[src/rtl/seg7_pkg.sv]
`default_nettype none
// ============================================================================
// Module      : seg7_pkg
// Description : Shared definitions for the 7-segment scan capture block.
//               Holds the glyph patterns, the digit index type, the stability
//               filter state encoding and the pattern-to-BCD decoder.
//               Segment order is {g,f,e,d,c,b,a}, bit0 = a.
// Revision    : 1.0 - initial release
// ============================================================================
package seg7_pkg;

    localparam logic [6:0] c_GLYPH_0     = 7'h3F;
    localparam logic [6:0] c_GLYPH_1     = 7'h06;
    localparam logic [6:0] c_GLYPH_2     = 7'h5B;
    localparam logic [6:0] c_GLYPH_3     = 7'h4F;
    localparam logic [6:0] c_GLYPH_4     = 7'h66;
    localparam logic [6:0] c_GLYPH_5     = 7'h6D;
    localparam logic [6:0] c_GLYPH_6     = 7'h7D;
    localparam logic [6:0] c_GLYPH_7     = 7'h07;
    localparam logic [6:0] c_GLYPH_7_ALT = 7'h27;  // 7 with segment f lit
    localparam logic [6:0] c_GLYPH_8     = 7'h7F;
    localparam logic [6:0] c_GLYPH_9     = 7'h6F;
    localparam logic [6:0] c_GLYPH_9_ALT = 7'h67;  // 9 without segment d
    localparam logic [6:0] c_GLYPH_BLANK = 7'h00;

    localparam logic [3:0] c_BCD_BLANK   = 4'hF;

    // Digit index: 0 = DIG_1 (minutes tens) ... 3 = DIG_4 (seconds units)
    typedef logic [1:0] dig_idx_t;

    typedef enum logic [1:0] {
        ST_IDLE     = 2'd0,
        ST_SETTLE   = 2'd1,
        ST_CAPTURED = 2'd2
    } filt_state_e;

    // Returns {legal, value}; value is 4'hF for blank and for illegal patterns.
    function automatic logic [4:0] seg7_to_bcd(input logic [6:0] pat);
        logic [4:0] res;
        case (pat)
            c_GLYPH_0:                    res = {1'b1, 4'd0};
            c_GLYPH_1:                    res = {1'b1, 4'd1};
            c_GLYPH_2:                    res = {1'b1, 4'd2};
            c_GLYPH_3:                    res = {1'b1, 4'd3};
            c_GLYPH_4:                    res = {1'b1, 4'd4};
            c_GLYPH_5:                    res = {1'b1, 4'd5};
            c_GLYPH_6:                    res = {1'b1, 4'd6};
            c_GLYPH_7, c_GLYPH_7_ALT:     res = {1'b1, 4'd7};
            c_GLYPH_8:                    res = {1'b1, 4'd8};
            c_GLYPH_9, c_GLYPH_9_ALT:     res = {1'b1, 4'd9};
            c_GLYPH_BLANK:                res = {1'b1, c_BCD_BLANK};
            default:                      res = {1'b0, c_BCD_BLANK};
        endcase
        return res;
    endfunction

endpackage
`default_nettype wire

[src/rtl/seg7_stable_filter.sv]
`default_nettype none
// ============================================================================
// Module      : seg7_stable_filter
// Description : Single shared stability filter for the scanned digit bus.
//               Latches the active strobe and its pattern, requires them to
//               hold for STABLE_CYC cycles, then issues one capture per strobe
//               activation. Multiple simultaneous strobes abort the settle.
// Ports       : clk_i       clock, rising edge
//               rst_n_i     asynchronous active-low reset
//               dig_i       strobes, active-high, bit0 = DIG_1
//               pat_i       segment pattern, active-high
//               act_o       new activation accepted this cycle (IDLE -> busy)
//               multi_o     two or more strobes active this cycle
//               cap_o       capture strobe, valid for the current edge
//               cap_idx_o   digit index of the capture
//               cap_pat_o   pattern of the capture
// Revision    : 1.0 - initial release
// ============================================================================
module seg7_stable_filter
    import seg7_pkg::*;
#(
    parameter int unsigned STABLE_CYC = 4
) (
    input  logic       clk_i,
    input  logic       rst_n_i,
    input  logic [3:0] dig_i,
    input  logic [6:0] pat_i,
    output logic       act_o,
    output logic       multi_o,
    output logic       cap_o,
    output dig_idx_t   cap_idx_o,
    output logic [6:0] cap_pat_o
);

    localparam int unsigned    c_CNT_W  = $clog2(STABLE_CYC + 1);
    localparam logic [c_CNT_W-1:0] c_STABLE = c_CNT_W'(STABLE_CYC);
    localparam logic [c_CNT_W-1:0] c_ONE    = c_CNT_W'(1);

    filt_state_e          state_q, state_d;
    dig_idx_t             idx_q, idx_d;
    logic [6:0]           pat_q, pat_d;
    logic [c_CNT_W-1:0]   cnt_q, cnt_d;

    logic                 w_any;
    logic                 w_one;
    dig_idx_t             w_idx;
    logic                 w_cap;
    logic                 w_act;

    // Exactly one strobe: non-zero and a power of two.
    assign w_any   = (dig_i != 4'b0000);
    assign w_one   = w_any && ((dig_i & (dig_i - 4'd1)) == 4'b0000);
    assign multi_o = w_any && !w_one;

    always_comb begin
        w_idx = 2'd0;
        case (dig_i)
            4'b0010: w_idx = 2'd1;
            4'b0100: w_idx = 2'd2;
            4'b1000: w_idx = 2'd3;
            default: w_idx = 2'd0;
        endcase
    end

    always_comb begin
        state_d = state_q;
        idx_d   = idx_q;
        pat_d   = pat_q;
        cnt_d   = cnt_q;
        w_cap   = 1'b0;
        w_act   = 1'b0;
        case (state_q)
            ST_IDLE: begin
                if (w_one) begin
                    w_act = 1'b1;
                    idx_d = w_idx;
                    pat_d = pat_i;
                    cnt_d = c_ONE;
                    // With a one-cycle requirement the first active cycle
                    // already satisfies stability.
                    if (STABLE_CYC == 1) begin
                        w_cap   = 1'b1;
                        state_d = ST_CAPTURED;
                    end else begin
                        state_d = ST_SETTLE;
                    end
                end
            end
            ST_SETTLE: begin
                if (!w_one || (w_idx != idx_q)) begin
                    state_d = ST_IDLE;
                end else if (pat_i != pat_q) begin
                    pat_d = pat_i;
                    cnt_d = c_ONE;
                end else if (cnt_q >= (c_STABLE - c_ONE)) begin
                    cnt_d   = c_STABLE;
                    w_cap   = 1'b1;
                    state_d = ST_CAPTURED;
                end else begin
                    cnt_d = cnt_q + c_ONE;
                end
            end
            ST_CAPTURED: begin
                if (multi_o || !dig_i[idx_q]) begin
                    state_d = ST_IDLE;
                end
            end
            default: begin
                state_d = ST_IDLE;
            end
        endcase
    end

    always_ff @(posedge clk_i or negedge rst_n_i) begin
        if (!rst_n_i) begin
            state_q <= ST_IDLE;
            idx_q   <= 2'd0;
            pat_q   <= 7'd0;
            cnt_q   <= '0;
        end else begin
            state_q <= state_d;
            idx_q   <= idx_d;
            pat_q   <= pat_d;
            cnt_q   <= cnt_d;
        end
    end

    // A capture only happens while the live strobe/pattern match the latch,
    // so the live values are the captured ones.
    assign cap_o     = w_cap;
    assign act_o     = w_act;
    assign cap_idx_o = w_idx;
    assign cap_pat_o = pat_i;

endmodule
`default_nettype wire

[src/rtl/seg7_scan_capture.sv]
`default_nettype none
// ============================================================================
// Module      : seg7_scan_capture
// Description : Receive-side monitor for a multiplexed 4-digit 7-segment bus.
//               Filters strobe-edge ghosting, decodes each glyph back to BCD,
//               publishes complete MM:SS frames and flags bus errors.
//               The bus is driven from the clk_i domain (no synchronisers).
// Ports       : clk_i            clock, rising edge
//               rst_n_i          asynchronous active-low reset
//               dig1_i..dig4_i   digit strobes (DIG_1 = minutes tens)
//               light_seg_i      segments {g,f,e,d,c,b,a}
//               digit1_o..4_o    last captured value, 0-9 or 4'hF blank
//               frame_valid_o    pulse: all four digits captured
//               frame_changed_o  pulse with frame_valid_o when frame differs
//               seg_err_o        pulse: stable pattern was not a legal glyph
//               sel_err_o        pulse: more than one strobe active
//               scan_lost_o      level: no activation for TIMEOUT_CYC cycles
// Revision    : 1.0 - initial release
// ============================================================================
module seg7_scan_capture
    import seg7_pkg::*;
#(
    parameter int unsigned STABLE_CYC  = 4,
    parameter int unsigned TIMEOUT_CYC = 65536,
    parameter bit          SEG_ACT_LOW = 1'b0,
    parameter bit          DIG_ACT_LOW = 1'b0
) (
    input  logic       clk_i,
    input  logic       rst_n_i,
    input  logic       dig1_i,
    input  logic       dig2_i,
    input  logic       dig3_i,
    input  logic       dig4_i,
    input  logic [6:0] light_seg_i,
    output logic [3:0] digit1_o,
    output logic [3:0] digit2_o,
    output logic [3:0] digit3_o,
    output logic [3:0] digit4_o,
    output logic       frame_valid_o,
    output logic       frame_changed_o,
    output logic       seg_err_o,
    output logic       sel_err_o,
    output logic       scan_lost_o
);

    localparam int unsigned        c_IDLE_W  = $clog2(TIMEOUT_CYC + 1);
    localparam logic [c_IDLE_W-1:0] c_TIMEOUT = c_IDLE_W'(TIMEOUT_CYC);

    logic [3:0]          w_dig;
    logic [6:0]          w_pat;
    logic                w_act;
    logic                w_multi;
    logic                w_cap;
    dig_idx_t            w_cap_idx;
    logic [6:0]          w_cap_pat;
    logic                w_legal;
    logic [3:0]          w_val;
    logic [3:0]          w_seen_upd;
    logic                w_frame;
    logic [15:0]         w_frame_vec;

    logic [3:0]          digit_q [4];
    logic [3:0]          digit_d [4];
    logic [3:0]          seen_q, seen_d;
    logic [15:0]         snap_q;
    logic                frame_valid_q;
    logic                frame_changed_q;
    logic                seg_err_q;
    logic                sel_err_q;
    logic [c_IDLE_W-1:0] idle_cnt_q, idle_cnt_d;

    // Normalise both buses to active-high before anything else looks at them.
    assign w_dig = DIG_ACT_LOW ? ~{dig4_i, dig3_i, dig2_i, dig1_i}
                               :  {dig4_i, dig3_i, dig2_i, dig1_i};
    assign w_pat = SEG_ACT_LOW ? ~light_seg_i : light_seg_i;

    seg7_stable_filter #(
        .STABLE_CYC (STABLE_CYC)
    ) u_filter (
        .clk_i      (clk_i),
        .rst_n_i    (rst_n_i),
        .dig_i      (w_dig),
        .pat_i      (w_pat),
        .act_o      (w_act),
        .multi_o    (w_multi),
        .cap_o      (w_cap),
        .cap_idx_o  (w_cap_idx),
        .cap_pat_o  (w_cap_pat)
    );

    assign {w_legal, w_val} = seg7_to_bcd(w_cap_pat);

    always_comb begin
        digit_d    = digit_q;
        seen_d     = seen_q;
        w_frame    = 1'b0;
        w_seen_upd = seen_q | (4'b0001 << w_cap_idx);
        if (w_cap && w_legal) begin
            digit_d[w_cap_idx] = w_val;
            if (w_seen_upd == 4'hF) begin
                // Frame completes on this edge; start collecting afresh.
                w_frame = 1'b1;
                seen_d  = 4'h0;
            end else begin
                seen_d  = w_seen_upd;
            end
        end
        w_frame_vec = {digit_d[0], digit_d[1], digit_d[2], digit_d[3]};
    end

    // Idle counter restarts on each new activation and saturates otherwise.
    always_comb begin
        idle_cnt_d = idle_cnt_q;
        if (w_act) begin
            idle_cnt_d = '0;
        end else if (idle_cnt_q < c_TIMEOUT) begin
            idle_cnt_d = idle_cnt_q + c_IDLE_W'(1);
        end
    end

    always_ff @(posedge clk_i or negedge rst_n_i) begin
        if (!rst_n_i) begin
            for (int i = 0; i < 4; i++) begin
                digit_q[i] <= c_BCD_BLANK;
            end
            seen_q          <= 4'h0;
            snap_q          <= 16'hFFFF;
            frame_valid_q   <= 1'b0;
            frame_changed_q <= 1'b0;
            seg_err_q       <= 1'b0;
            sel_err_q       <= 1'b0;
            idle_cnt_q      <= '0;
        end else begin
            digit_q         <= digit_d;
            seen_q          <= seen_d;
            frame_valid_q   <= w_frame;
            frame_changed_q <= w_frame && (w_frame_vec != snap_q);
            if (w_frame) begin
                snap_q <= w_frame_vec;
            end
            seg_err_q       <= w_cap && !w_legal;
            sel_err_q       <= w_multi;
            idle_cnt_q      <= idle_cnt_d;
        end
    end

    assign digit1_o        = digit_q[0];
    assign digit2_o        = digit_q[1];
    assign digit3_o        = digit_q[2];
    assign digit4_o        = digit_q[3];
    assign frame_valid_o   = frame_valid_q;
    assign frame_changed_o = frame_changed_q;
    assign seg_err_o       = seg_err_q;
    assign sel_err_o       = sel_err_q;
    assign scan_lost_o     = (idle_cnt_q >= c_TIMEOUT);

endmodule
`default_nettype wire

[config.mk]
export PLATFORM = sky130hd
export DESIGN_NAME = seg7_scan_capture
export DESIGN_NICKNAME = d
export VERILOG_FILES = /design/src/rtl/seg7_pkg.sv /design/src/rtl/seg7_stable_filter.sv /design/src/rtl/seg7_scan_capture.sv
export SDC_FILE = /design/constraint.sdc
export NUM_CORES = 1
export LEC_CHECK = 0
export CAP_MARGIN = 30
export CORE_UTILIZATION = 60
export DETAILED_ROUTE_END_ITERATION = 8
export GPL_ROUTABILITY_DRIVEN = 1
export PLACE_DENSITY_LB_ADDON = 0.3
export SLEW_MARGIN = 40
export SYNTH_ARGS = -nofsm -noshare
export SYNTH_HDL_FRONTEND = slang
export SYNTH_HIERARCHICAL = 1
export SYNTH_SLANG_ARGS = --single-unit
[constraint.sdc]
create_clock -name clk_i -period 10.6 [get_ports clk_i]
set_clock_uncertainty 0.2 [all_clocks]
set_input_delay 1.06 -clock clk_i [delete_from_list [all_inputs] [get_ports clk_i]]
set_output_delay 1.06 -clock clk_i [all_outputs]
set_load 0.05 [all_outputs]
==> summary.md <==
| Metric | Value |
|---|---|
| Status | completed |
| Finished Core Util | 0.717 |
| Worst Setup End Kind | flip-flop |
| Worst path most repeated cell | nor3_1 |
| Maxcap violations | 0 |
| Largest stage delay, worst path | 700 ps |
| CP Launch Type | input port |
| Total negative slack | 0 ps |
| Row Count | 29 |
| Crit-path max FO | 15 |
| CTS Sinks | 71 |
| Router iterations before antenna repair | 9 |
| Resize count post-CTS | 0 |
| Max-slew violations | 0 |
| Pleak | 1.90 nW |
| Antenna viol nets, final | 0 |
| CP delay by family, top | compound AO/OA/AOI/OAI gates |
| Tot GR Track Use | 0.255 |
| CTS tree | built |
| Gpl congestion | 0.914 |
| Worst-Skew Late Latency | 350 ps |
| Clock buffer count from CTS | 9 |
| Die ar. | 7150 sq um |
| Met2 routed WL | 4.02 mm |
| Async set or reset register ratio after synthesis | 1.00 |
| Buffers & Inverters on Critical Path | 1 |
| Syn Inst Count | 401 |
| Worst endpoint data arrival time | 5030 ps |
| Area of the multi-input gates | 2030 sq um |
| Nets@finish | 443 |
| Register area | 1820 sq um |
| Netlist cell types | 69 |
| Area Growth Syn to Fin | 13.2% |
| FF+latch count, synth | 71 |
| Layout cell share with drive strength beyond 1 | 0.218 |
| Final setup fails | 0 |
| Maximum buffer depth of the clock tree | 2 |
| Drt wl/cell | 16.8 microns |
| Post-synth EDFFs | 0 |
| Fill count | 467 |
| Core ar. | 6460 sq um |
| Top_reg_cell synth | dfrtp_1 |
| Clock Pin Slew Worst Setup and Hold Paths | 80 ps |
| Clock root buffer | clkbuf_8 |
| Post-synthesis sequential area ratio | 0.444 |
| Final WL | 8.53 mm |
| Rel. slew slack | 0.450 |
| RSZ-0062 raised after global routing | false |
| Die Wd | 84.6 microns |
| H-tree levels | 3 |
| I/O Buffers | 33 |
| Critical Path RT | 10630 ps |
| Post-synth design cell area | 4090 sq um |
| Hold Violations, Final | 0 |
| Post-Route M1 WL | 3.99 mm |
| Drt via density | 6.06 |
| Initial cell density of the core | 0.633 |
| Final period util | 0.472 |
| First-pass GRT wire length | 14.3 mm |
| Worst path slowest cell | nor3_1 |
| # DRC | 0 |
| Post-CTS Setup Bufs | 0 |
| FMAX | 0.200 GHz |
| Avg Cell Area, Syn | 10.2 sq um |
| Ports | 34 |
| Top post-synthesis cells by area | dfrtp_1, dfstp_2, mux2_2, xor2_1, nor2_1 |
| Max VDD drop | 98.1 uV |
| Power density cells | 135 nW/um^2 |
| Starting DRC count in detailed routing | 236 |
| Ys Warns | 6 |
| Area fraction of the dominant cell type after synthesis | 0.239 |
| Top routing layer in use | met4 |
| Met3 wire len | 440 microns |
| Largest area contributor in the netlist | dfrtp_1 |
| Hpwl dp | 5.89 mm |
| Number of antenna diodes | 0 |
| Worst min path class | flip-flop to flip-flop |
| # hold bufs at CTS | 0 |
| Worst-Margin Slew | 818 ps |
| Critical path class | input port to flip-flop |
| Grt total ovfl | 0 |
| Syn Nets | 418 |
| Initial antenna violation count | 0 |
| Die Y-Extent | 84.6 microns |
| Crit path time final | 5010 ps |
| Routed vias | 3079 |
| Vias in the first global route | 2987 |
| Crit-path cells | clkdlybuf4s50_1, or3b_1, a2111oi_2, o21ai_2, nor3_1, nand3_1, a21oi_2, and4_1, nor3_1, a2111oi_0, a31oi_1 |
| Largest net degree at the start of global routing | 72 |
## worst register-to-register path, delay by kind of cell, from the launching register on
family	cells	cell delay, ps
compound gates	5	1670
flops	1	440
simple gates	5	1640
## sequential cells by signal, indices dropped and copies added (netlist names)
| signal | flops |
|---|---|
| frame_valid_o | 1 |
| sel_err_o | 1 |
| digit1_o | 4 |
| u_filter/idx_q | 2 |
| u_filter/cnt_q | 3 |
| snap_q | 16 |
| seen_q | 4 |
| digit4_o | 4 |
| frame_changed_o | 1 |
| u_filter/pat_q | 7 |
| idle_cnt_q | 17 |
| seg_err_o | 1 |
| digit2_o | 4 |
| u_filter/state_q | 2 |
| digit3_o | 4 |
## final cells by class
type / count / share of cell area
tap: 77 / 0.0208
sequential: 71 / 0.392
clock buffer: 12 / 0.0405
timing repair buffer: 38 / 0.0781
clock inverter: 4 / 0.0103
multi-input combinational: 283 / 0.439
inverter: 23 / 0.0186
## final timing paths
kind / slack, ps / cells past startpoint / endpoint / startpoint
max in group asynchronous: 9160 / 2 / u_filter/state_q[1] / rst_n_i
max: 5590 / 11 / frame_changed_o / dig3_i
min in group asynchronous: 580 / 2 / seg_err_o / rst_n_i
min: 300 / 2 / snap_q[9] / snap_q[9]
max reg2reg: 6530 / 10 / frame_changed_o / u_filter/idx_q[0]
min reg2reg: 300 / 2 / snap_q[9] / snap_q[9]
## cell usage after synthesis, types with 11 or more instances
| cell | number |
|---|---|
| o21ai_0 | 16 |
| xor2_1 | 19 |
| mux2_2 | 22 |
| xnor2_1 | 14 |
| nor3_1 | 12 |
| nand3_1 | 12 |
| nor2_1 | 39 |
| a21oi_1 | 11 |
| dfstp_2 | 32 |
| inv_1 | 23 |
| dfrtp_1 | 39 |
| nand2_1 | 25 |
## through the flow
| step | cells | power, mW | setup slack, ps | instance area (sq um) | hold slack [ps] |
|---|---|---|---|---|---|
| finish | 508 | 0.625 | 5590 | 4630 | 305 |
| global route | 508 | 0.652 | 5230 | 4630 | 326 |
| CTS | 507 | 0.629 | 5660 | 4630 | 312 |
| detailed placement | 491 | 0.381 | 5280 | 4390 | 300 |
| global placement | 490 | 0.377 | 5430 | 4380 | 281 |
| floorplan | 401 | 0.361 | 6450 | 4090 | 266 |
## logic make-up after synthesis
kind of cell,Yosys count,synth area share
AO/OA/AOI/OAI,76,0.144
multiplexers,33,0.0957
XOR/XNOR,33,0.0706
AND/OR/NAND/NOR,136,0.171
flip-flops,71,0.444
buffers and inverters,47,0.0599
adder cells (fa/ha/maj),5,0.0147
## routing by layer
metal,GRT usage,up-vias
met5,0,-
met4,0.0647,0
met3,0.0678,8
met2,0.401,84
met1,0.355,1525
li1,-,1462
## placed cells by master (no fill, tap or decap), types with 3 or more instances in the layout
cell | netlist | routed
nand2_1 | 25 | 25
o22ai_1 | 3 | 3
buf_2 | 4 | 3
nor2_1 | 39 | 39
mux2i_1 | 8 | 8
o21a_1 | 5 | 5
dfstp_2 | 32 | 32
and4_1 | 3 | 3
and3_1 | 3 | 3
dfrtp_1 | 39 | 39
nand3b_1 | 6 | 6
xnor2_1 | 14 | 14
o211ai_1 | 3 | 3
nor4_1 | 5 | 5
inv_1 | 23 | 23
clkdlybuf4s50_1 | 0 | 32
mux2_2 | 22 | 22
nor3_1 | 12 | 11
ha_1 | 4 | 4
xor2_1 | 19 | 19
nand3_1 | 12 | 12
nand2b_1 | 6 | 6
o32a_1 | 3 | 3
o21ai_0 | 16 | 16
a21oi_1 | 11 | 11
nor2b_1 | 6 | 6
a22oi_1 | 3 | 3
nand4_1 | 6 | 6
clkbuf_8 | 0 | 10
## power by group
group          switching, mW  total, mW  internal, mW
clock                  0.106      0.249         0.143
combinational         0.0413     0.0762        0.0349
sequential            0.0134      0.300         0.287
No activity file was read; power rests on OpenSTA's default activity.
